===== src/rtl/cpu_ctrl_pkg.sv =====
// Shared opcode, ALU-op, state and instruction-class definitions for the
// hardwired control sequencer.
package cpu_ctrl_pkg;

  localparam logic [4:0] OP_LD   = 5'd0;
  localparam logic [4:0] OP_LDI  = 5'd1;
  localparam logic [4:0] OP_ST   = 5'd2;
  localparam logic [4:0] OP_ADD  = 5'd3;
  localparam logic [4:0] OP_SUB  = 5'd4;
  localparam logic [4:0] OP_AND  = 5'd5;
  localparam logic [4:0] OP_OR   = 5'd6;
  localparam logic [4:0] OP_ROR  = 5'd7;
  localparam logic [4:0] OP_ROL  = 5'd8;
  localparam logic [4:0] OP_SHR  = 5'd9;
  localparam logic [4:0] OP_SHRA = 5'd10;
  localparam logic [4:0] OP_SHL  = 5'd11;
  localparam logic [4:0] OP_ADDI = 5'd12;
  localparam logic [4:0] OP_ANDI = 5'd13;
  localparam logic [4:0] OP_ORI  = 5'd14;
  localparam logic [4:0] OP_MUL  = 5'd15;
  localparam logic [4:0] OP_DIV  = 5'd16;
  localparam logic [4:0] OP_NEG  = 5'd17;
  localparam logic [4:0] OP_NOT  = 5'd18;
  localparam logic [4:0] OP_JR   = 5'd20;
  localparam logic [4:0] OP_NOP  = 5'd26;
  localparam logic [4:0] OP_HALT = 5'd27;

  localparam logic [4:0] ALU_ADD = 5'd3;
  localparam logic [4:0] ALU_AND = 5'd5;
  localparam logic [4:0] ALU_OR  = 5'd6;

  typedef enum logic [3:0] {
    S_RST, T0, T1, T2, T3, T4, T5, T6, T7, S_ILL, S_HALT
  } state_t;

  typedef enum logic [3:0] {
    C_RTYPE, C_IMM, C_LD, C_LDI, C_ST, C_UNARY, C_JR, C_MULDIV, C_NOP, C_HALT, C_ILL
  } op_class_t;

  // Immediate forms reuse the register-form ALU operation.
  function automatic logic [4:0] imm_alu_op(input logic [4:0] opcode);
    case (opcode)
      OP_ANDI: imm_alu_op = ALU_AND;
      OP_ORI:  imm_alu_op = ALU_OR;
      default: imm_alu_op = ALU_ADD;
    endcase
  endfunction

endpackage


===== src/rtl/op_class_decode.sv =====
// Combinational opcode -> instruction-class map. mul/div are only a legal
// class when CU_MULDIV_EN is defined.
module op_class_decode
  import cpu_ctrl_pkg::*;
(
  input  logic [4:0] opcode,
  output op_class_t  op_class
);

  always_comb begin
    op_class = C_ILL;
    case (opcode)
      OP_ADD, OP_SUB, OP_AND, OP_OR, OP_SHR, OP_SHRA,
      OP_SHL, OP_ROR, OP_ROL:     op_class = C_RTYPE;
      OP_ADDI, OP_ANDI, OP_ORI:   op_class = C_IMM;
      OP_LD:                      op_class = C_LD;
      OP_LDI:                     op_class = C_LDI;
      OP_ST:                      op_class = C_ST;
      OP_NEG, OP_NOT:             op_class = C_UNARY;
      OP_JR:                      op_class = C_JR;
`ifdef CU_MULDIV_EN
      OP_MUL, OP_DIV:             op_class = C_MULDIV;
`endif
      OP_NOP:                     op_class = C_NOP;
      OP_HALT:                    op_class = C_HALT;
      default:                    op_class = C_ILL;
    endcase
  end

endmodule


===== src/rtl/control_sequencer.sv =====
// Hardwired Moore control unit: fetch T0-T2, per-class execute T3-T7.
// Define CU_MULDIV_EN to enable the mul/div execute sequence.
module control_sequencer
  import cpu_ctrl_pkg::*;
(
  input  logic        clock,
  input  logic        clear,
  input  logic [31:0] IRout,
  input  logic        mem_ready,
  output logic        PCout,
  output logic        Zlowout,
  output logic        Zhighout,
  output logic        MDRout,
  output logic        Cout,
  output logic        PCin,
  output logic        IRin,
  output logic        MARin,
  output logic        MDRin,
  output logic        Yin,
  output logic        Zin,
  output logic        LOin,
  output logic        HIin,
  output logic        IncPC,
  output logic        Read,
  output logic        Write,
  output logic        Gra,
  output logic        Grb,
  output logic        Grc,
  output logic        Rin,
  output logic        Rout,
  output logic        BAout,
  output logic [4:0]  alu_op,
  output logic        run,
  output logic        illegal_op
);

  state_t    state, state_nxt;
  logic [4:0] op_q;
  op_class_t  cls_q;
  op_class_t  cls_live;

  logic unused_ir;
  assign unused_ir = ^IRout[26:0];

  op_class_decode u_dec (
    .opcode   (IRout[31:27]),
    .op_class (cls_live)
  );

  always_ff @(posedge clock) begin
    if (clear) begin
      state <= S_RST;
      op_q  <= 5'd0;
      cls_q <= C_NOP;
    end else begin
      state <= state_nxt;
      if (state == T2) begin
        op_q  <= IRout[31:27];
        cls_q <= cls_live;
      end
    end
  end

  always_comb begin
    state_nxt = T0;
    case (state)
      S_RST:  state_nxt = T0;
      T0:     state_nxt = T1;
      T1:     state_nxt = mem_ready ? T2 : T1;
      // The class is taken live here since op_q only updates at this edge.
      T2: begin
        case (cls_live)
          C_NOP:   state_nxt = T0;
          C_HALT:  state_nxt = S_HALT;
          C_ILL:   state_nxt = S_ILL;
          default: state_nxt = T3;
        endcase
      end
      T3:     state_nxt = (cls_q == C_JR) ? T0 : T4;
      T4:     state_nxt = (cls_q == C_UNARY) ? T0 : T5;
      T5: begin
        case (cls_q)
          C_LD, C_ST, C_MULDIV: state_nxt = T6;
          default:              state_nxt = T0;
        endcase
      end
      T6: begin
        case (cls_q)
          C_LD:    state_nxt = mem_ready ? T7 : T6;
          C_ST:    state_nxt = T7;
          default: state_nxt = T0;
        endcase
      end
      T7: begin
        if (cls_q == C_ST && !mem_ready) state_nxt = T7;
        else                             state_nxt = T0;
      end
      S_ILL:  state_nxt = T0;
      S_HALT: state_nxt = S_HALT;
      default: state_nxt = S_RST;
    endcase
  end

  always_comb begin
    PCout = 1'b0; Zlowout = 1'b0; Zhighout = 1'b0; MDRout = 1'b0; Cout = 1'b0;
    PCin = 1'b0; IRin = 1'b0; MARin = 1'b0; MDRin = 1'b0; Yin = 1'b0; Zin = 1'b0;
    LOin = 1'b0; HIin = 1'b0; IncPC = 1'b0; Read = 1'b0; Write = 1'b0;
    Gra = 1'b0; Grb = 1'b0; Grc = 1'b0; Rin = 1'b0; Rout = 1'b0; BAout = 1'b0;
    alu_op = 5'd0;
    run = !(state == S_RST || state == S_HALT);
    illegal_op = (state == S_ILL);
    case (state)
      T0: begin PCout = 1'b1; MARin = 1'b1; IncPC = 1'b1; Zin = 1'b1; end
      T1: begin Zlowout = 1'b1; PCin = 1'b1; Read = 1'b1; MDRin = 1'b1; end
      T2: begin MDRout = 1'b1; IRin = 1'b1; end
      T3: begin
        case (cls_q)
          C_RTYPE, C_IMM:    begin Grb = 1'b1; Rout = 1'b1; Yin = 1'b1; end
          C_LDI, C_LD, C_ST: begin Grb = 1'b1; BAout = 1'b1; Yin = 1'b1; end
          C_UNARY:           begin Grb = 1'b1; Rout = 1'b1; Zin = 1'b1; alu_op = op_q; end
          C_JR:              begin Gra = 1'b1; Rout = 1'b1; PCin = 1'b1; end
`ifdef CU_MULDIV_EN
          C_MULDIV:          begin Gra = 1'b1; Rout = 1'b1; Yin = 1'b1; end
`endif
          default: ;
        endcase
      end
      T4: begin
        case (cls_q)
          C_RTYPE:           begin Grc = 1'b1; Rout = 1'b1; Zin = 1'b1; alu_op = op_q; end
          C_IMM:             begin Cout = 1'b1; Zin = 1'b1; alu_op = imm_alu_op(op_q); end
          C_LDI, C_LD, C_ST: begin Cout = 1'b1; Zin = 1'b1; alu_op = ALU_ADD; end
          C_UNARY:           begin Zlowout = 1'b1; Gra = 1'b1; Rin = 1'b1; end
`ifdef CU_MULDIV_EN
          C_MULDIV:          begin Grb = 1'b1; Rout = 1'b1; Zin = 1'b1; alu_op = op_q; end
`endif
          default: ;
        endcase
      end
      T5: begin
        case (cls_q)
          C_RTYPE, C_IMM, C_LDI: begin Zlowout = 1'b1; Gra = 1'b1; Rin = 1'b1; end
          C_LD, C_ST:            begin Zlowout = 1'b1; MARin = 1'b1; end
`ifdef CU_MULDIV_EN
          C_MULDIV:              begin Zlowout = 1'b1; LOin = 1'b1; end
`endif
          default: ;
        endcase
      end
      T6: begin
        case (cls_q)
          C_LD:     begin Read = 1'b1; MDRin = 1'b1; end
          C_ST:     begin Gra = 1'b1; Rout = 1'b1; MDRin = 1'b1; end
`ifdef CU_MULDIV_EN
          C_MULDIV: begin Zhighout = 1'b1; HIin = 1'b1; end
`endif
          default: ;
        endcase
      end
      T7: begin
        case (cls_q)
          C_LD:    begin MDRout = 1'b1; Gra = 1'b1; Rin = 1'b1; end
          C_ST:    Write = 1'b1;
          default: ;
        endcase
      end
      default: ;
    endcase
  end

endmodule


===== config.mk =====
export PLATFORM = sky130hd
export DESIGN_NAME = control_sequencer
export DESIGN_NICKNAME = d
export VERILOG_FILES = /design/src/rtl/cpu_ctrl_pkg.sv /design/src/rtl/op_class_decode.sv /design/src/rtl/control_sequencer.sv
export SDC_FILE = /design/constraint.sdc
export NUM_CORES = 1
export LEC_CHECK = 0
export ABC_CLOCK_PERIOD_IN_PS = 2250
export CORE_MARGIN = 2
export CORE_UTILIZATION = 43
export DETAILED_ROUTE_END_ITERATION = 7
export GPL_ROUTABILITY_DRIVEN = 0
export PLACE_DENSITY = 0.9
export SYNTH_ARGS = -nofsm -noshare
export SYNTH_HDL_FRONTEND = slang
export SYNTH_SLANG_ARGS = --single-unit

===== constraint.sdc =====
create_clock -name clock -period 2.25 [get_ports clock]
set_input_delay 0.45 -clock clock [delete_from_list [all_inputs] [get_ports clock]]
set_output_delay 0.45 -clock clock [all_outputs]
set_load 0.01 [all_outputs]

==> flow_results.org, run 1 <==
** Synthesis
- The synthesized netlist contains 52 unique library cells.
- Post-synth top cells :: 25 x sky130_fd_sc_hd__a21oi_1, 22 x sky130_fd_sc_hd__nand2_1, 16 x sky130_fd_sc_hd__nor2_1
- Most common cell in the netlist :: sky130_fd_sc_hd__a21oi_1
- Number of enable flip-flop cells after synthesis :: 0
- Share of flip-flops with an asynchronous set or reset :: 0%
- Proportion of synthesized chip area in sequential cells :: 17.8%
- Mapped Cells :: roughly 210
- Cells taking the most area after synthesis :: sky130_fd_sc_hd__dfxtp_1 18%, sky130_fd_sc_hd__a21oi_1 8.6%, sky130_fd_sc_hd__nand2_1 5.7%
- Number of warnings issued by yosys :: 0
- After synthesis the netlist holds a flip-flop and latch count of 13.
- Post-Synthesis Cell Area :: between 1000 and 1500 µm²
- Mean area per synthesized cell :: 6.91 µm²
- Post-synthesis cell type with the largest combined area :: sky130_fd_sc_hd__dfxtp_1
- In this run the biggest area consumer among cell types represents 17.8% of the synthesized area.
- Main flop type after synthesis :: sky130_fd_sc_hd__dfxtp_1

** Hold path
- Worst hold path endpoint :: op_q[3]
- The worst hold path was traced through 2 stages.
- Beginning of the worst hold path :: op_q[3]
- The tightest min-delay check is of the register to register type.

** Placement
- Detailed placement finished with a half-perimeter wire length of 3.07 mm.
- In this run, placement finished with an instance count of 306.
- Port buffering added 33 buffers.

** Detailed routing
- In the routed layout, each cell is associated on average with a via count of between 5 and 6.
- After detailed routing, the number of remaining DRC violations is 0.
- Number of detailed-route iterations in the first pass :: 4
- Via Count :: 1,745
- Starting DRC count in detailed routing :: 123
- Routed wire per std cell :: 13.9 µm
- Summed over all layers, the routed wires come to 4.38 mm.
- The detail route stage leaves a number of antenna-violating nets equal to 0.

** Clock network
- Clock tree from TritonCTS :: done
- Clk slew on worst S/H paths :: 0.07 ns
- The number of clock buffers added by TritonCTS is 3.
- CTS built an H-tree with a depth of 1.
- Worst-case clock buffer depth :: 2
- The later pin in the worst-skew pair is clocked with a latency of ~0.27 ns.
- CTS sink cnt :: 13
- For this design, the CTS-stage hold fixing added 0 buffers.
- CTS placed an instance of sky130_fd_sc_hd__clkbuf_4 at the clock tree root.

** Power
- Leakage Power :: 0.000907 µW
- Peak VDD IR :: 0.331 mV
- Dividing total power by cell area gives a power density of roughly 370 nW/µm².

** Floorplan
- Horizontal die dimension :: 62.2 µm
- Row generation in the floorplan step produced 21 rows.
- Starting density of the core :: 44.4%
- The die covers 3870 µm².
- The die is 62.2 µm tall.
- Floorplan Core Area :: 3280 µm²
- In this run the count of I/O pins placed on the die edge is 64.

** Timing
- After layout, the worst path uses 108% of the clock period.
- Tightest slew margin relative to the limit :: 59.7%
- The final max-slew violation count was 0.
- The number of hold violations in the final report came to 0.
- Worst slew pin tran :: around 0.60 ns
- Across all setup checks in the final design, the least slack found is -0.176 ns.
- Subtracting the final worst setup slack from the clock period gives 2.43 ns.
- In the final timing run, aggregate negative setup slack is -0.868 ns.
- Setup-violating endpoint count in the final report :: 9
- Derived from the worst setup path, the maximum achievable clock frequency is 412 MHz.
- On the final layout, the worst clock skew is 0.00245 ns.
- Setup repair after global routing could not meet its margin everywhere.

** Worst setup path
- Worst r2r path cells :: 7
- At the worst endpoint, the arrival time is 1.98 ns.
- The critical path in this run is classified as register to output pin.
- Critical-path maximum fanout :: 3
- The worst register-to-register path has a setup slack of 0.56 ns.
- Endpoint kind of the worst setup timing path :: output pin
- For the worst setup path, the data required time is between 1.5 and 2 ns.
- Startpoint of the lowest-slack register-to-register path :: state[0]
- Nature of the critical path startpoint :: register
- Endpoint of the worst-slack reg-to-reg timing path :: state[0]

** Finish
- Final Instance Count excl. Fillers :: 316
- Final Net Count :: 311
- The area growth from synthesis to layout is 48.5%.
- Share of layout cells above drive strength 1 :: between 30% and 40%
- Diode insertion count for antenna repair :: 0

** Run status
- Violated checks :: negative setup slack
- Outcome :: complete, but fails checks

** Global routing
- Total global-route track usage :: 21.3%
- Global routing finished with a remaining overflow of 0.
- Wire length of the first global-routing pass :: 6.80 mm
- Pin count of the biggest net entering global routing :: 19
- Initial antenna violation count :: 0
- The via count of the first global-routing pass was 1,622.

** Job
- Max-cap violations in this run came to 0.
[cell families (layout without fill, tap and decap cells)]
family | after synthesis | after routing | synth area share [%]
AO/OA/AOI/OAI | 69 | 69 | 30.3
XOR/XNOR | 4 | 4 | 2.40
adder cells (fa/ha/maj) | 5 | 5 | 4.29
buffers and inverters | 32 | 89 | 11.1
flip-flops | 13 | 13 | 17.8
multiplexers | 2 | 2 | 1.37
other | 1 | 3 | 0.257
AND/OR/NAND/NOR | 85 | 85 | 32.4
[how the worst max path moves through the flow]
stage          startpoint   endpoint  slack (ns)
6_report         state[0]  alu_op[2]       -0.18
2_1_floorplan    state[1]  alu_op[2]        0.19
4_1_cts          state[0]  alu_op[2]       -0.24
5_1_grt          state[0]     MDRout       -0.23
3_5_place_dp     state[2]       Rout       -0.24
3_3_place_gp     state[2]       Rout       -0.22
[flip-flops by register name, summed over array words and instances, names as in the netlist]
name,flops
op_q,5
cls_q,4
state,4
[critical path: stages, from the launching register on]
cell and delay, ns:
sky130_fd_sc_hd__dfxtp_2 0.34, sky130_fd_sc_hd__or4_4 0.55, sky130_fd_sc_hd__o22a_4 0.21, sky130_fd_sc_hd__nor3_4 0.14
sky130_fd_sc_hd__buf_4 0.15, sky130_fd_sc_hd__buf_6 0.08, sky130_fd_sc_hd__a22o_1 0.11, sky130_fd_sc_hd__buf_2 0.12
[layout make-up]
type                       count  area [µm²]
multi-input combinational    168        1130
inverter                       7        26.3
clock buffer                   4        26.3
timing repair buffer          78         659
tap                           46        57.6
fill                         270        1120
sequential                    13         269
[where the power goes]
part | internal (µW) | total [µW] | switching [µW]
registers | 250 | 269 | 19.3
logic | 195 | 398 | 203
clock network | 68.8 | 140 | 71.3
[metrics by stage]
| stage | setup WS (ns) | utilization, % | total power (µW) | hold slack [ns] | cell area, µm² |
|---|---|---|---|---|---|
| after CTS | -0.237 | 64.1 | 786 | 0.475 | 2100 |
| after global routing | -0.227 | 65.9 | 854 | 0.500 | 2170 |
| after floorplan | 0.189 | - | 497 | 0.440 | 1470 |
| after global placement | -0.217 | 61.2 | 629 | 0.457 | 2010 |
| after detailed placement | -0.238 | 61.2 | 641 | 0.459 | 2010 |
| final | -0.176 | 65.9 | 807 | 0.472 | 2170 |
[placed cells by master (no fill, tap or decap), types with 3 or more instances in the layout]
cell type                          n
sky130_fd_sc_hd__nor3_1            5
sky130_fd_sc_hd__buf_4            40
sky130_fd_sc_hd__dlygate4sd2_1     7
sky130_fd_sc_hd__buf_6             8
sky130_fd_sc_hd__nand2_1          22
sky130_fd_sc_hd__clkbuf_4          3
sky130_fd_sc_hd__nor2b_1           3
sky130_fd_sc_hd__dfxtp_2           7
sky130_fd_sc_hd__inv_1             5
sky130_fd_sc_hd__buf_2             4
sky130_fd_sc_hd__o22ai_1           3
sky130_fd_sc_hd__o2bb2ai_1         3
sky130_fd_sc_hd__clkdlybuf4s50_1  14
sky130_fd_sc_hd__a211oi_1          4
sky130_fd_sc_hd__xor2_1            3
sky130_fd_sc_hd__nand2b_1          9
sky130_fd_sc_hd__conb_1            3
sky130_fd_sc_hd__o21ai_0          13
sky130_fd_sc_hd__ha_1              5
sky130_fd_sc_hd__nor2_1           13
sky130_fd_sc_hd__dfxtp_1           6
sky130_fd_sc_hd__a21oi_1          25
sky130_fd_sc_hd__a31oi_1           3
sky130_fd_sc_hd__or3_1             3
[per-layer routing]
layer	part of all wire, %	wire length, µm	vias up	track usage (%)
li1	-	-	870	-
met4	4.8	208	0	16.1
met3	4.9	214	20	1.81
met5	0	0	-	0
met2	50	2170	61	38.0
met1	41	1790	794	23.2
[timing repair]
action,in CTS,in global routing
buffers inserted,6,2
setup endpoints to repair,24,18
hold endpoints to repair,0,0
gates resized for setup,63,23
pin swaps,6,5
No activity file was read; power rests on OpenSTA's default activity.
==> inputs of run 2 (changes only) <==
Settings changed: CORE_MARGIN 2 to 4, SETUP_SLACK_MARGIN set to 0.4.
==> run 2 against run 1 <==
Net effect:
- the run still ends with negative setup slack left
- via count grew 32%
- flip-flop and latch count is the same
- combinational power grew 60%
- worst hold slack gained 0.023 ns
- die area rose by 13%
- cell area increased by 30%
- largest cell class unchanged
==> flow_results.org, run 2 (synthesized netlist as in run 1, its figures left out) <==
** Finish
- The share of post-route cells with drive strength above 1 came to 57.9% (+25 points).
- Multi-input combinational cell area :: 1350 µm² (+20%)
- Counting flops per register, the top entry is op_q.
- Finished Cell Area :: 2820 µm² (+30%)
- Most common cell after layout, fill and taps aside :: sky130_fd_sc_hd__buf_4
- Final Net Count :: 357 (+15%)
- Diode insertion count for antenna repair :: 0 (unchanged)
- The flip-flop count of the largest register, all copies and words added is 5 (unchanged).
- The largest registers in the layout are op_q (5), cls_q (4), state (4).
- From synthesis to final layout, the design area changed by 93.4%.
- Storage element area :: 285 µm² (+6.0%)
- In the layout the commonest cells are 59 x sky130_fd_sc_hd__buf_4, 39 x sky130_fd_sc_hd__buf_6, 20 x sky130_fd_sc_hd__nand2_1, 18 x sky130_fd_sc_hd__a21oi_1, 16 x sky130_fd_sc_hd__buf_2.
- The number of fillers in the final layout is 122 (-55%).

** Detailed routing
- Remaining routing DRC violations :: 0 (unchanged)
- The number of design-rule violations left by the first detailed-router iteration was 327 (+170%).
- The number of vias in the routed layout came to 2,295 (+32%).
- Routed wire per std cell :: 21.8 µm (+57%)
- Number of detailed-route iterations in the first pass :: 5 (+1)
- The number of nets with antenna violations after routing came to 0 (unchanged).
- Total wire length :: 7.85 mm (+79%)
- The via density per instance is 6.38 (+15%).

** Floorplan
- The area of the placeable core is 3150 µm² (-4.0%).
- The die outline area is 4390 µm² (+13%).
- Starting density of the core :: 46.3% (+1.9 points)
- The x dimension of the die is 66.2 µm (+6.4%).
- I/O pin cnt :: 64 (unchanged)
- The vertical extent of the die came to 66.2 µm (+6.4%).
- Rows :: 20 (-4.8%)

** Timing
- Setup-violating endpoint count in the final report :: 12 (+3)
- Clock period minus final worst setup slack :: 2.50 ns (+0.0756 ns)
- Worst slew pin tran :: 0.518 ns (-0.0802 ns)
- The top achievable clock speed is 400 MHz (-3.0%).
- The final clock period utilization by the worst path came to 111% (+3.4 points).
- The final worst clock skew is 0.00294 ns (+0.000485 ns).
- The number of hold violations in the final report is 0 (unchanged).
- Final setup slack of the worst path :: -0.252 ns (-0.0756 ns)
- Slew Viols, Final :: 0 (unchanged)
- Tightest slew margin relative to the limit :: 65.4% (+5.7 points)
- Setup repair after global routing could not meet its margin everywhere.

** Clock network
- The clock transition at the registers of the reported paths is 0.09 ns (+0.02 ns).
- CTS sink cnt :: 13 (unchanged)
- Clock tree synthesis selected as its root buffer the cell sky130_fd_sc_hd__clkbuf_4.
- Clock tree from TritonCTS :: done
- The clock network latency to the later pin of the worst-skew pair came to 0.29 ns (+0.02 ns).
- Number of H-tree levels :: 1 (unchanged)
- TritonCTS Buffers :: 3 (unchanged)
- Worst-case clock buffer depth :: 2 (unchanged)
- The number of buffers added to fix hold violations after cts was 0 (unchanged).

** Worst setup path
- Critical Path AT :: 2.05 ns (+0.07 ns)
- STA classifies the critical path endpoint as an output pin.
- Startpoint of the lowest-slack register-to-register path :: state[2]
- Critical-path maximum fanout :: 3 (unchanged)
- Endpoint of the worst-slack reg-to-reg timing path :: state[2]
- Data required time of the worst path :: 1.80 ns (about the same)
- Nature of the critical path startpoint :: register
- Tracing the worst setup path back leads to its startpoint at state[2].
- Critical setup path kind :: register to output pin
- Following the worst setup path forward leads to its endpoint at Gra.
- The logic depth of the worst register-to-register path is 11 (+4).
- Register-to-register setup slack :: 0.27 ns (-0.29 ns)

** Power
- The combinational share of power came to 59.6% (+10 points).
- Total power density per cell area :: 379 nW/µm² (+1.7%)
- Switching power :: 441 µW (+50%)
- Peak VDD IR :: 0.343 mV (+3.7%)
- Net Sw Frac :: 41.3% (+4.9 points)
- Final Total Pwr :: 1070 µW (+32%)
- Int Pwr :: 627 µW (+22%)
- Leakage Power :: 0.00121 µW (+33%)
- Clk pwr share :: 14.8% (-2.6 points)
- The register share of total power was 25.6% (-7.8 points).

** Run status
- Outcome :: complete, but fails checks
- The final reports fail on negative setup slack.

** Hold path
- In this run the worst hold path is classified as register to register.

** Global routing
- Wire length of the first global-routing pass :: 9.94 mm (+46%)
- The initial antenna violation count is 0 (unchanged).
- Total global-route track usage :: 29.3% (+8.1 points)
- The remaining global-route overflow was 0 (unchanged).
- The pin count of the biggest net entering global routing is 16 (-3).
- The via count of the first global-routing pass was 2,059 (+27%).

** Placement
- The number of port buffers came to 33 (unchanged).
- The post-place instance area came to 2080 µm² (+3.6%).
- Worst slack after detailed placement :: -0.229 ns (+0.00854 ns)
- The HPWL after detailed placement came to 3.47 mm (+13%).

** Job
- Max capacitance violation total :: 0 (unchanged)
==> run 2: cell types whose count changed in the layout (fill, tap and decap cells not counted), moves of 5 or more <==
cell,change
sky130_fd_sc_hd__a21oi_1,-7
sky130_fd_sc_hd__a21oi_2,+6
sky130_fd_sc_hd__buf_2,+12
sky130_fd_sc_hd__buf_4,+19
sky130_fd_sc_hd__buf_6,+31
sky130_fd_sc_hd__clkdlybuf4s50_1,-12
sky130_fd_sc_hd__dfxtp_2,-5
sky130_fd_sc_hd__dfxtp_4,+6
sky130_fd_sc_hd__o21ai_0,-7
sky130_fd_sc_hd__o21ai_1,+5
==> run 2: cell type report <==
cell class                      count  share of cell area [%]
Tap cell                           44                    1.95
Multi-Input combinational cell    168                    47.8
Clock buffer                        4                   0.931
Timing Repair Buffer              124                    38.1
Inverter                            7                    1.02
Sequential cell                    13                    10.1
==> run 2: stage by stage <==
stage / util, % / hold slack [ns] / std cells / TNS (ns)
5_1_grt: 89.5 / 0.524 / 360 / -2.24
4_1_cts: 78.8 / 0.473 / 338 / -1.29
6_report: 89.5 / 0.495 / 360 / -1.77
2_1_floorplan: - / 0.440 / 213 / 0
3_3_place_gp: 66.1 / 0.457 / 310 / -1.35
3_5_place_dp: 66.1 / 0.464 / 310 / -1.60
==> run 2: power by group through the flow <==
| stage | Clock, µW | Sequential, µW | Combinational (µW) |
|---|---|---|---|
| after floorplan | 0 | 260 | 242 |
| after global placement | 0 | 270 | 388 |
| after detailed placement | 0 | 271 | 404 |
| after CTS | 145 | 269 | 482 |
| after global routing | 165 | 276 | 666 |
| final | 158 | 274 | 637 |
==> run 2: how the worst min path moves through the flow <==
stage	start	end	slack [ns]	cells after the start
2_1_floorplan	op_q[4]	op_q[4]	0.44	2
3_3_place_gp	op_q[3]	op_q[3]	0.46	2
3_5_place_dp	op_q[3]	op_q[3]	0.46	2
4_1_cts	op_q[3]	op_q[3]	0.47	2
5_1_grt	op_q[4]	op_q[4]	0.52	2
6_report	op_q[4]	op_q[4]	0.50	2
==> run 2: critical path, cell delays in order (launching register included) <==
cell	delay, ns
sky130_fd_sc_hd__dfxtp_4	0.38
sky130_fd_sc_hd__buf_6	0.12
sky130_fd_sc_hd__buf_6	0.09
sky130_fd_sc_hd__buf_6	0.09
sky130_fd_sc_hd__nand2b_4	0.14
sky130_fd_sc_hd__nor3_4	0.04
sky130_fd_sc_hd__buf_4	0.13
sky130_fd_sc_hd__a22oi_2	0.18
sky130_fd_sc_hd__o21ai_2	0.10
sky130_fd_sc_hd__or3b_4	0.38
sky130_fd_sc_hd__buf_6	0.13
==> run 2: routing by layer <==
layer,vias to the layer above,routed length [µm],track usage (%)
met1,1067,2800,30.9
met3,78,709,4.25
met5,-,0,0
li1,958,-,-
met2,192,3730,52.4
met4,0,608,20.8
==> run 2: timing repair <==
action                                  in CTS  in global routing
endpoints found under the setup margin      33                 33
buffers inserted                            24                 22
pin swaps                                   21                 21
resized for setup                          191                 44
==> inputs of run 3 (changes only) <==
Settings changed: ABC_AREA set to 1, CORE_UTILIZATION 43 to 41, CTS_CLUSTER_SIZE set to 12, PLACE_DENSITY 0.9 to 0.89.
==> run 3 against run 2 <==
Net effect:
- the run now ends clean
- clock-buffer cell count decreased by 1
- area after synthesis decreased by 9.2%
- worst hold slack got worse by 0.011 ns
- largest power group unchanged
- flip-flop and latch count unchanged
- die area decreased by 4.2%
==> flow_results.org, run 3 <==
** Run status
- The run finished with clean final reports.

** Worst setup path
- The data arrival time of the critical path was 1.57 ns (-0.48 ns).
- The endpoint required time on the critical path was 1.80 ns (about the same).
- The worst setup path is launched from a register.
- Critical-path maximum fanout :: 5 (+2)
- Number of buffers and inverters on the critical path :: 4 (-1)
- Crit path max-delay family :: buffers and inverters
- Critical setup path kind :: register to output pin
- The slowest stage of the critical path is the sky130_fd_sc_hd__dfxtp_1 cell.
- The signal on the critical path passes through inv_2 > nand2_8 > nor2_4 > buf_4 > nand2_1 > inv_2 > nand2_1 > o21ai_1 > buf_2.
- STA classifies the critical path endpoint as an output pin.
- The longest individual stage delay on the worst path came to 0.32 ns (-0.06 ns).

** Synthesis
- Proportion of synthesized chip area in sequential cells :: 19.6% (+1.8 points)
- The count of unique library cells instantiated by Yosys came to 27 (-48%).
- Number of enable flip-flop cells after synthesis :: 0 (unchanged)
- Mapped Cells :: 229 (+8.5%)
- Post-synthesis cell type with the largest combined area :: sky130_fd_sc_hd__dfxtp_1
- Post-synth top cells :: 48 x sky130_fd_sc_hd__nand2_1, 39 x sky130_fd_sc_hd__inv_1, 29 x sky130_fd_sc_hd__nor2_1
- Most common cell in the netlist :: sky130_fd_sc_hd__nand2_1
- The post-synthesis instance area was 1330 µm² (-9.2%).
- The mean instance size in the synthesized netlist was 5.79 µm² (-16%).
- Among all flip-flop cells after synthesis, the most frequent one is sky130_fd_sc_hd__dfxtp_1.
- By area the synthesized netlist is led by sky130_fd_sc_hd__dfxtp_1 20%, sky130_fd_sc_hd__nand2_1 14%, sky130_fd_sc_hd__inv_1 11%.
- Share of flip-flops with an asynchronous set or reset :: 0% (unchanged)
- The register bit total from synthesis came to 13 (unchanged).
- Number of warnings issued by yosys :: 0 (unchanged)
- Share of the synthesized area in the top cell type :: 19.6% (+1.8 points)

** Hold path
- Hold Crit Class :: register to register

** Finish
- Most common cell after layout, fill and taps aside :: sky130_fd_sc_hd__nand2_1
- Final Net Count :: 329 (-7.8%)
- In the final layout, the registers with the most flip-flops are op_q (5), cls_q (4), state (4).
- The filler-free cell count of the finished design was 332 (-7.8%).
- From synthesis to final layout, the design area changed by 52.5%.
- The number of antenna cells inserted is 0 (unchanged).
- In the layout the commonest cells are 34 x sky130_fd_sc_hd__nand2_1, 24 x sky130_fd_sc_hd__inv_1, 24 x sky130_fd_sc_hd__nor2_1, 23 x sky130_fd_sc_hd__buf_4, 15 x sky130_fd_sc_hd__inv_2.
- The flip-flop count of the largest register, all copies and words added was 5 (unchanged).
- Share of layout cells above drive strength 1 :: 44.4% (-13 points)
- Top reg by flops :: op_q
- The design area was 2020 µm² (-28%).

** Timing
- Setup repair after global routing could not meet its margin everywhere.
- The final worst clock skew is 0.00721 ns (+0.00427 ns).
- The final max-slew violation count came to 0 (unchanged).
- The final clock period utilization by the worst path was 89.8% (-21 points).
- The sum of negative setup slack was 0 ns (+1.77 ns).
- The final setup violation count was 0 (-12).
- The shortest period the worst path allows was 2.02 ns (-0.482 ns).
- The number of hold violations in the final report came to 0 (unchanged).
- The top achievable clock speed came to 495 MHz (+24%).

** Detailed routing
- Via Count :: 1,645 (-28%)
- The via density per instance came to 4.95 (-22%).
- Remaining routing DRC violations :: 0 (unchanged)
- The number of nets with antenna violations after routing was 0 (unchanged).
- The number of design-rule violations left by the first detailed-router iteration is 93 (-72%).
- The post-detailed-route wirelength per cell is 12.7 µm (-42%).
- The number of detailed-routing iterations run before antenna repair came to 4 (-1).
- Total wire length :: 4.22 mm (-46%)

** Global routing
- Number of global-route vias before repair :: 1,468 (-29%)
- The pin count of the biggest net entering global routing is 17 (+1).
- The remaining global-route overflow came to 0 (unchanged).
- Total global-route track usage :: 17.1% (-12 points)
- Wire length of the first global-routing pass :: 5.84 mm (-41%)
- Initial antenna violation count :: 0 (unchanged)

** Clock network
- Number of H-tree levels :: 1 (unchanged)
- The CTS buffer count was 3 (unchanged).
- The clock transition at the registers of the reported paths is 0.08 ns (about the same).
- Clock root buffer master :: sky130_fd_sc_hd__clkbuf_4
- The buffer depth of the longest clock path came to 2 (unchanged).
- The clock network latency to the later pin of the worst-skew pair came to 0.29 ns (about the same).
- The number of clock sinks was 13 (unchanged).
- TritonCTS built the clock tree.

** Floorplan
- The area of the placeable core is 3080 µm² (-2.4%).
- The number of ports placed on the die boundary came to 64 (unchanged).
- Rows :: 20 (unchanged)
- The starting density of the core came to 43.0% (-3.2 points).
- The x dimension of the die is 64.9 µm (-2.1%).
- The vertical extent of the die is 64.9 µm (-2.1%).
- The die outline area came to 4210 µm² (-4.2%).

** Power
- The leakage power figure was 0.000997 µW (-17%).
- Final Total Pwr :: 1030 µW (-3.6%)
- The largest vdd supply drop came to 0.225 mV (-34%).
- The areal power density over the cells was 510 nW/µm² (+35%).

** Placement
- The HPWL after detailed placement is 2.72 mm (-22%).
- # port buffers :: 33 (unchanged)
- Instance area after placement :: 1710 µm² (-18%)
- Cell count after placement :: 307 (-0.97%)

** Job
- Max capacitance violation total :: 0 (unchanged)
-- run 3: through the flow --
stage | util (%) | worst slack, ns | hold WS [ns]
2_1_floorplan | - | 0.621 | 0.436
3_3_place_gp | 55.5 | 0.0757 | 0.457
3_5_place_dp | 55.5 | 0.0744 | 0.469
4_1_cts | 58.1 | 0.232 | 0.483
5_1_grt | 65.7 | 0.130 | 0.520
6_report | 65.7 | 0.230 | 0.485
-- run 3: worst register-to-register path, stage by stage (launching register included) --
cell and delay [ns]:
sky130_fd_sc_hd__dfxtp_4 0.38, sky130_fd_sc_hd__inv_4 0.08, sky130_fd_sc_hd__nand2_2 0.06, sky130_fd_sc_hd__nor2_2 0.17
sky130_fd_sc_hd__inv_2 0.08, sky130_fd_sc_hd__buf_4 0.13, sky130_fd_sc_hd__nand2_1 0.06, sky130_fd_sc_hd__nand3_1 0.10
sky130_fd_sc_hd__nor2_1 0.14, sky130_fd_sc_hd__a21oi_2 0.07
-- run 3: cell type report --
type	instances	area (µm²)
repair buffers	59	435
fillers	273	1060
inverters	46	190
flip-flops and latches	13	282
clock inverters	1	5.00
multi-input cells	166	1030
clock buffers	3	22.5
well taps	44	55.1
-- run 3: final timing paths --
path | start | slack, ns | end | cells past startpoint
worst max-delay path | state[3] | 0.23 | alu_op[2] | 9
worst min-delay path | op_q[3] | 0.48 | op_q[3] | 2
worst max register to register | cls_q[1] | 0.85 | state[1] | 9
worst min register to register | op_q[3] | 0.48 | op_q[3] | 2
-- run 3: report_power, final --
part / leakage [µW] / internal (µW) / switching, µW
combinational: 0.000870 / 241 / 328
sequential: 0.000109 / 270 / 43.9
clock: 0.0000177 / 66.3 / 81.5
total: 0.000997 / 578 / 453
-- run 3: cell families (layout without fill, tap and decap cells) --
kind of cell | Yosys count | count (layout) | synth area share [%]
other | 1 | 3 | 0.283
adder cells (fa/ha/maj) | 5 | 5 | 4.72
flip-flops | 13 | 13 | 19.6
AO/OA/AOI/OAI | 41 | 41 | 16.4
buffers and inverters | 52 | 109 | 16.5
AND/OR/NAND/NOR | 117 | 117 | 42.4
-- run 3: what timing repair did --
item | 4_1_cts | 5_1_grt
hold buffers | 0 | 0
pin swaps | 8 | 23
resized for setup | 109 | 60
buffers inserted | 4 | 17
endpoints found under the setup margin | 26 | 28
-- run 3: metal layers --
metal	vias to the layer above	share of wire [%]	track usage [%]
met3	8	2.9	0.693
met4	0	3.0	10.0
met2	43	54	31.2
li1	831	-	-
met1	763	40	19.5
met5	-	0	0
==> RTL change 1 (config.mk and constraints of run 1) <==
The option `CU_MULDIV_EN` is turned on by a define.
--- a/src/rtl/op_class_decode.sv
+++ b/src/rtl/op_class_decode.sv
@@ -1,4 +1,6 @@
 // Combinational opcode -> instruction-class map. mul/div are only a legal
 // class when CU_MULDIV_EN is defined.
+`define CU_MULDIV_EN
+
 module op_class_decode
   import cpu_ctrl_pkg::*;
Check against the original RTL: not equivalent (a bounded check fails within 10 cycles, from zero or initial values).
==> RTL change 1 against run 1 <==
- wire length grew 33%
- sequential cell count is the same
- worst setup slack gained 200 ps
- total power grew 33%
- cell area grew 20%
- critical path depth is the same
- sequential share of layout area shrank 1.5 points
- die area grew 5.5%
- maximum frequency grew 8.8%
- utilization grew 11 points
- synthesized area grew 5.9%
- non-clock buffer count grew 30
==> RTL change 1: results (changes against run 1) <==
status finished clean; placed cell area 2345 µm² (+17%); Max Clock Skew 3.148 ps (+0.6954 ps); CTS Root Cell clkbuf_4; Setup WS pre-CTS -211.5 ps (+26.47 ps); Worst Hold Slack 496.2 ps (+24.10 ps); GR Layer Usage met2 46.88% (+8.8 points); share of cells above drive strength 1 41.49% (+8.2 points); DRT iter0 DRCs 181 (+47%); slew of the pin with the lowest slew margin 432.7 ps (-165.4 ps); M3 GR Usage 1.408% (-0.40 points); placed cell count 357 (+17%); worst reg-to-reg setup slack 370 ps (-190 ps); pin count of the biggest net entering global routing 13 (-6); worst setup path start cls_q[1]; CP peak stage delay 380 ps (-170 ps); worst skew pair latency 290 ps (+20 ps); antenna violations before repair 0 (unchanged); fill cell count 224 (-17%); crit-path max FO 6 (+3); # nets final 365 (+17%); Peak Freq 448.4 MHz (+8.8%); reg2reg path depth 7 (unchanged); Biggest register op_q; crit path max-delay cell type dfxtp_4; count of different cell masters after synthesis 51 (-1.9%); mux cell area share after synthesis 0.9717% (-0.40 points); postcts setup bufs 1 (-5); Synth Flop Type dfxtp_1; number of global-route vias before repair 1892 (+17%); Max VDD drop 0.0002690 V (-19%); All-Layer GR Usage 26.05% (+4.8 points); Top Family by Delay on Critical Path simple AND/OR/NAND/NOR gates; worst reg2reg endpoint state[1]; Synth Area in Compound Gates 28.34% (-1.9 points); Worst Setup EP Rout; hold path depth 2 (unchanged); XOR/XNOR Fraction of Synth Area 2.267% (-0.13 points); post-CTS sizing 76 (+21%); asr flop ratio synth 0% (unchanged); Area contributors post-synth dfxtp_1, a21oi_1, nor2_1; Mean Syn Cell Area 6.689 µm² (-3.3%); hpwl dp 3831 µm (+25%); reg-to-reg startpoint state[3]; Seq/Total Area, Yosys 16.84% (-1.0 points); area share of fa/ha/maj cells after synthesis 4.858% (+0.57 points); Hold Crit Class reg -> reg; Hold EP op_q[3]; # port buffers 36 (+9.1%); wire per inst 15.74 µm (+14%); first-pass iteration count of the detailed router 5 (+1); first-pass GRT wire length 8583 µm (+26%); leakage 1.173 nW (+29%); M1 GR Usage 31.29% (+8.1 points); vias 2095 (+20%); commonest cells in the netlist nor2_1, nand2_1, a21oi_1; final cell count without fillers 369 (+17%); Synth warnings 0 (unchanged)
[RTL change 1: cell types whose count changed after synthesis, moves of 3 or more]
cell	change
a21oi_1	-3
nand2_1	+3
nor2_1	+13
nor2b_1	+5
nor3_1	+5
nor4b_1	+3
o21ai_0	-8
o21ai_1	+8
o2bb2ai_1	-4
[RTL change 1: area by class of cell]
cell class	instances	area (µm²)	area share, %
Inverter	7	26.28	1.007
Timing Repair Buffer	108	844.6	32.37
Tap cell	46	57.56	2.206
Sequential cell	13	285.3	10.94
Multi-Input combinational cell	191	1369	52.47
Clock buffer	4	26.28	1.007
[RTL change 1: per-layer routing]
metal  part of all wire (%)  up-vias
li1                       -     1006
met1                     39      957
met2                     52      109
met3                    5.4       23
met4                    3.7        0
met5                      0        -
[RTL change 1: power breakdown]
group	switching (W)	total, W	leakage, nW	internal (W)
clock network	0.0000779	0.000147	0.0150	0.0000691
registers	0.0000519	0.000306	0.110	0.000254
logic	0.000303	0.000623	1.05	0.000320
total	0.000433	0.00108	1.17	0.000643
==> RTL change 2 (settings of run 1) <==
Without the edit above. Re-encode `op_class_t` (11 values) as Gray code, 4 bits wide.
--- a/src/rtl/cpu_ctrl_pkg.sv
+++ b/src/rtl/cpu_ctrl_pkg.sv
@@ -35,5 +35,5 @@
 
   typedef enum logic [3:0] {
-    C_RTYPE, C_IMM, C_LD, C_LDI, C_ST, C_UNARY, C_JR, C_MULDIV, C_NOP, C_HALT, C_ILL
+    C_RTYPE = 4'b0000, C_IMM = 4'b0001, C_LD = 4'b0011, C_LDI = 4'b0010, C_ST = 4'b0110, C_UNARY = 4'b0111, C_JR = 4'b0101, C_MULDIV = 4'b0100, C_NOP = 4'b1100, C_HALT = 4'b1101, C_ILL = 4'b1111
   } op_class_t;
 
Formal check against the unedited RTL: same outputs for any inputs over 10 cycles, from zero or initial values; not proved beyond that.
==> RTL change 2 against run 1 <==
- register-to-register slack lost 20 ps
- combinational power grew 35%
- cell area fell by 3.3%
- non-clock buffer count shrank 4
- global-route usage rose by 0.13 points
- die area fell by 3.1%
- wire length fell by 8.5%
- synthesized area decreased by 3.3%
- sequential cell count did not move
- clock skew decreased by 1.4 ps
- worst setup slack better by 250 ps
- via count decreased by 3.5%
- total power up 20%
- critical path type unchanged
- largest cell class unchanged
- largest power group unchanged
==> RTL change 2: results (changes against run 1) <==
status finished clean; asr flop ratio synth 0% (unchanged); M1 GR Usage 24.49% (+1.3 points); All-Layer GR Usage 21.39% (+0.13 points); pin count of the biggest net entering global routing 14 (-5); DRT iter0 DRCs 59 (-52%); Tcrit/Tclk final 96.75% (-11 points); antenna violations before repair 0 (unchanged); Synth warnings 0 (unchanged); CTS Root Cell clkbuf_4; M3 GR Usage 3.151% (+1.3 points); Max clock buf depth 2 (unchanged); Routed WL 4004 µm (-8.5%); number of global-route vias before repair 1432 (-12%); hpwl dp 2926 µm (-4.9%); fill cell count 271 (+0.37%); vias 1684 (-3.5%); Max VDD drop 0.0003362 V (+1.7%); leakage 0.9372 nW (+3.3%); reg2reg path depth 6 (-1); count of different cell masters after synthesis 56 (+7.7%); crit-path max FO 9 (+6); commonest cells in the netlist nor2_1, a21oi_1, nand2_1; Area contributors post-synth dfxtp_1, a21oi_1, nor2_1; first-pass GRT wire length 6058 µm (-11%); HP Start op_q[4]; Diodes inserted 0 (unchanged); Hold Crit Class reg -> reg; Max Clock Skew 1.078 ps (-1.375 ps); relative slew slack 68.23% (+8.5 points); GR Layer Usage met2 39.36% (+1.3 points); # port buffers 33 (unchanged); # nets final 304 (-2.3%); worst reg-to-reg setup slack 540 ps (-20 ps); WP data arrival 1730 ps (-250 ps); Seq/Total Area, Yosys 18.46% (+0.62 points); hold path depth 2 (unchanged); Hold EP op_q[4]; reg-to-reg startpoint cls_q[0]; worst reg2reg endpoint state[0]; share of cells above drive strength 1 32.95% (-0.38 points)
RTL change 2: worst max-delay path, cell delays in order (launching register included):
cell and delay, ps:
dfxtp_2 340, buf_6 140, and4bb_2 310, nand3_1 90
o21ai_0 60, and3b_1 190, a21o_1 90, clkdlybuf4s15_1 220
RTL change 2: report_power, final:
| part | leakage (nW) | internal, W | switching (W) | total, W |
|---|---|---|---|---|
| clock | 0.0150 | 0.0000688 | 0.0000689 | 0.000138 |
| sequential | 0.108 | 0.000257 | 0.0000366 | 0.000294 |
| combinational | 0.814 | 0.000266 | 0.000273 | 0.000538 |
| total | 0.937 | 0.000592 | 0.000378 | 0.000970 |
RTL change 2: per-layer routing:
| layer | vias up | share of wire [%] |
|---|---|---|
| li1 | 845 | - |
| met1 | 786 | 41 |
| met2 | 44 | 53 |
| met3 | 9 | 3.7 |
| met4 | 0 | 2.2 |
| met5 | - | 0 |
RTL change 2: timing repair:
item,4_1_cts,5_1_grt
setup endpoints to repair,24,14
setup buffers,5,1
cloned,0,0
pin swaps,2,1
endpoints found under the hold margin,0,0
resized for setup,48,28
RTL change 2: how the worst max path moves through the flow:
stage	end	start
after floorplan	Gra	state[1]
after global placement	alu_op[1]	state[2]
after detailed placement	alu_op[2]	state[2]
after CTS	Gra	state[3]
after global routing	alu_op[2]	state[3]
final	MDRin	cls_q[0]
RTL change 2: layout make-up:
cell class	count	area, µm²	share of cell area [%]
clock buffer	4	26.28	1.254
inverter	5	18.77	0.8961
multi-input combinational	168	1120	53.46
sequential	13	276.5	13.20
tap	44	55.05	2.628
timing repair buffer	74	598.1	28.55
RTL change 2: logic make-up after synthesis:
logic type	count (synthesis)	synth area share, %
AOI/OAI and AO/OA	58	27.69
xor gates and xnor gates	2	1.242
adders and majority gates	4	3.549
buffers and inverters	25	9.050
DFF	13	18.46
muxes	2	1.597
other	1	0.2659
and+or+nand+nor	99	38.16
RTL change 2: per-stage QoR:
step / hold slack [ps] / worst slack, ps / instances / power [W] / instance area (µm²)
after floorplan: 444.8 / 429.8 / 206 / 0.0005988 / 1418
final: 476.5 / 73.04 / 308 / 0.0009699 / 2095
after detailed placement: 470.7 / -135.9 / 298 / 0.0008108 / 1957
after global placement: 462.1 / -75.10 / 298 / 0.0007955 / 1957
after global routing: 508.9 / -27.25 / 308 / 0.001041 / 2095
after CTS: 481.8 / 0.6262 / 307 / 0.0009575 / 2081
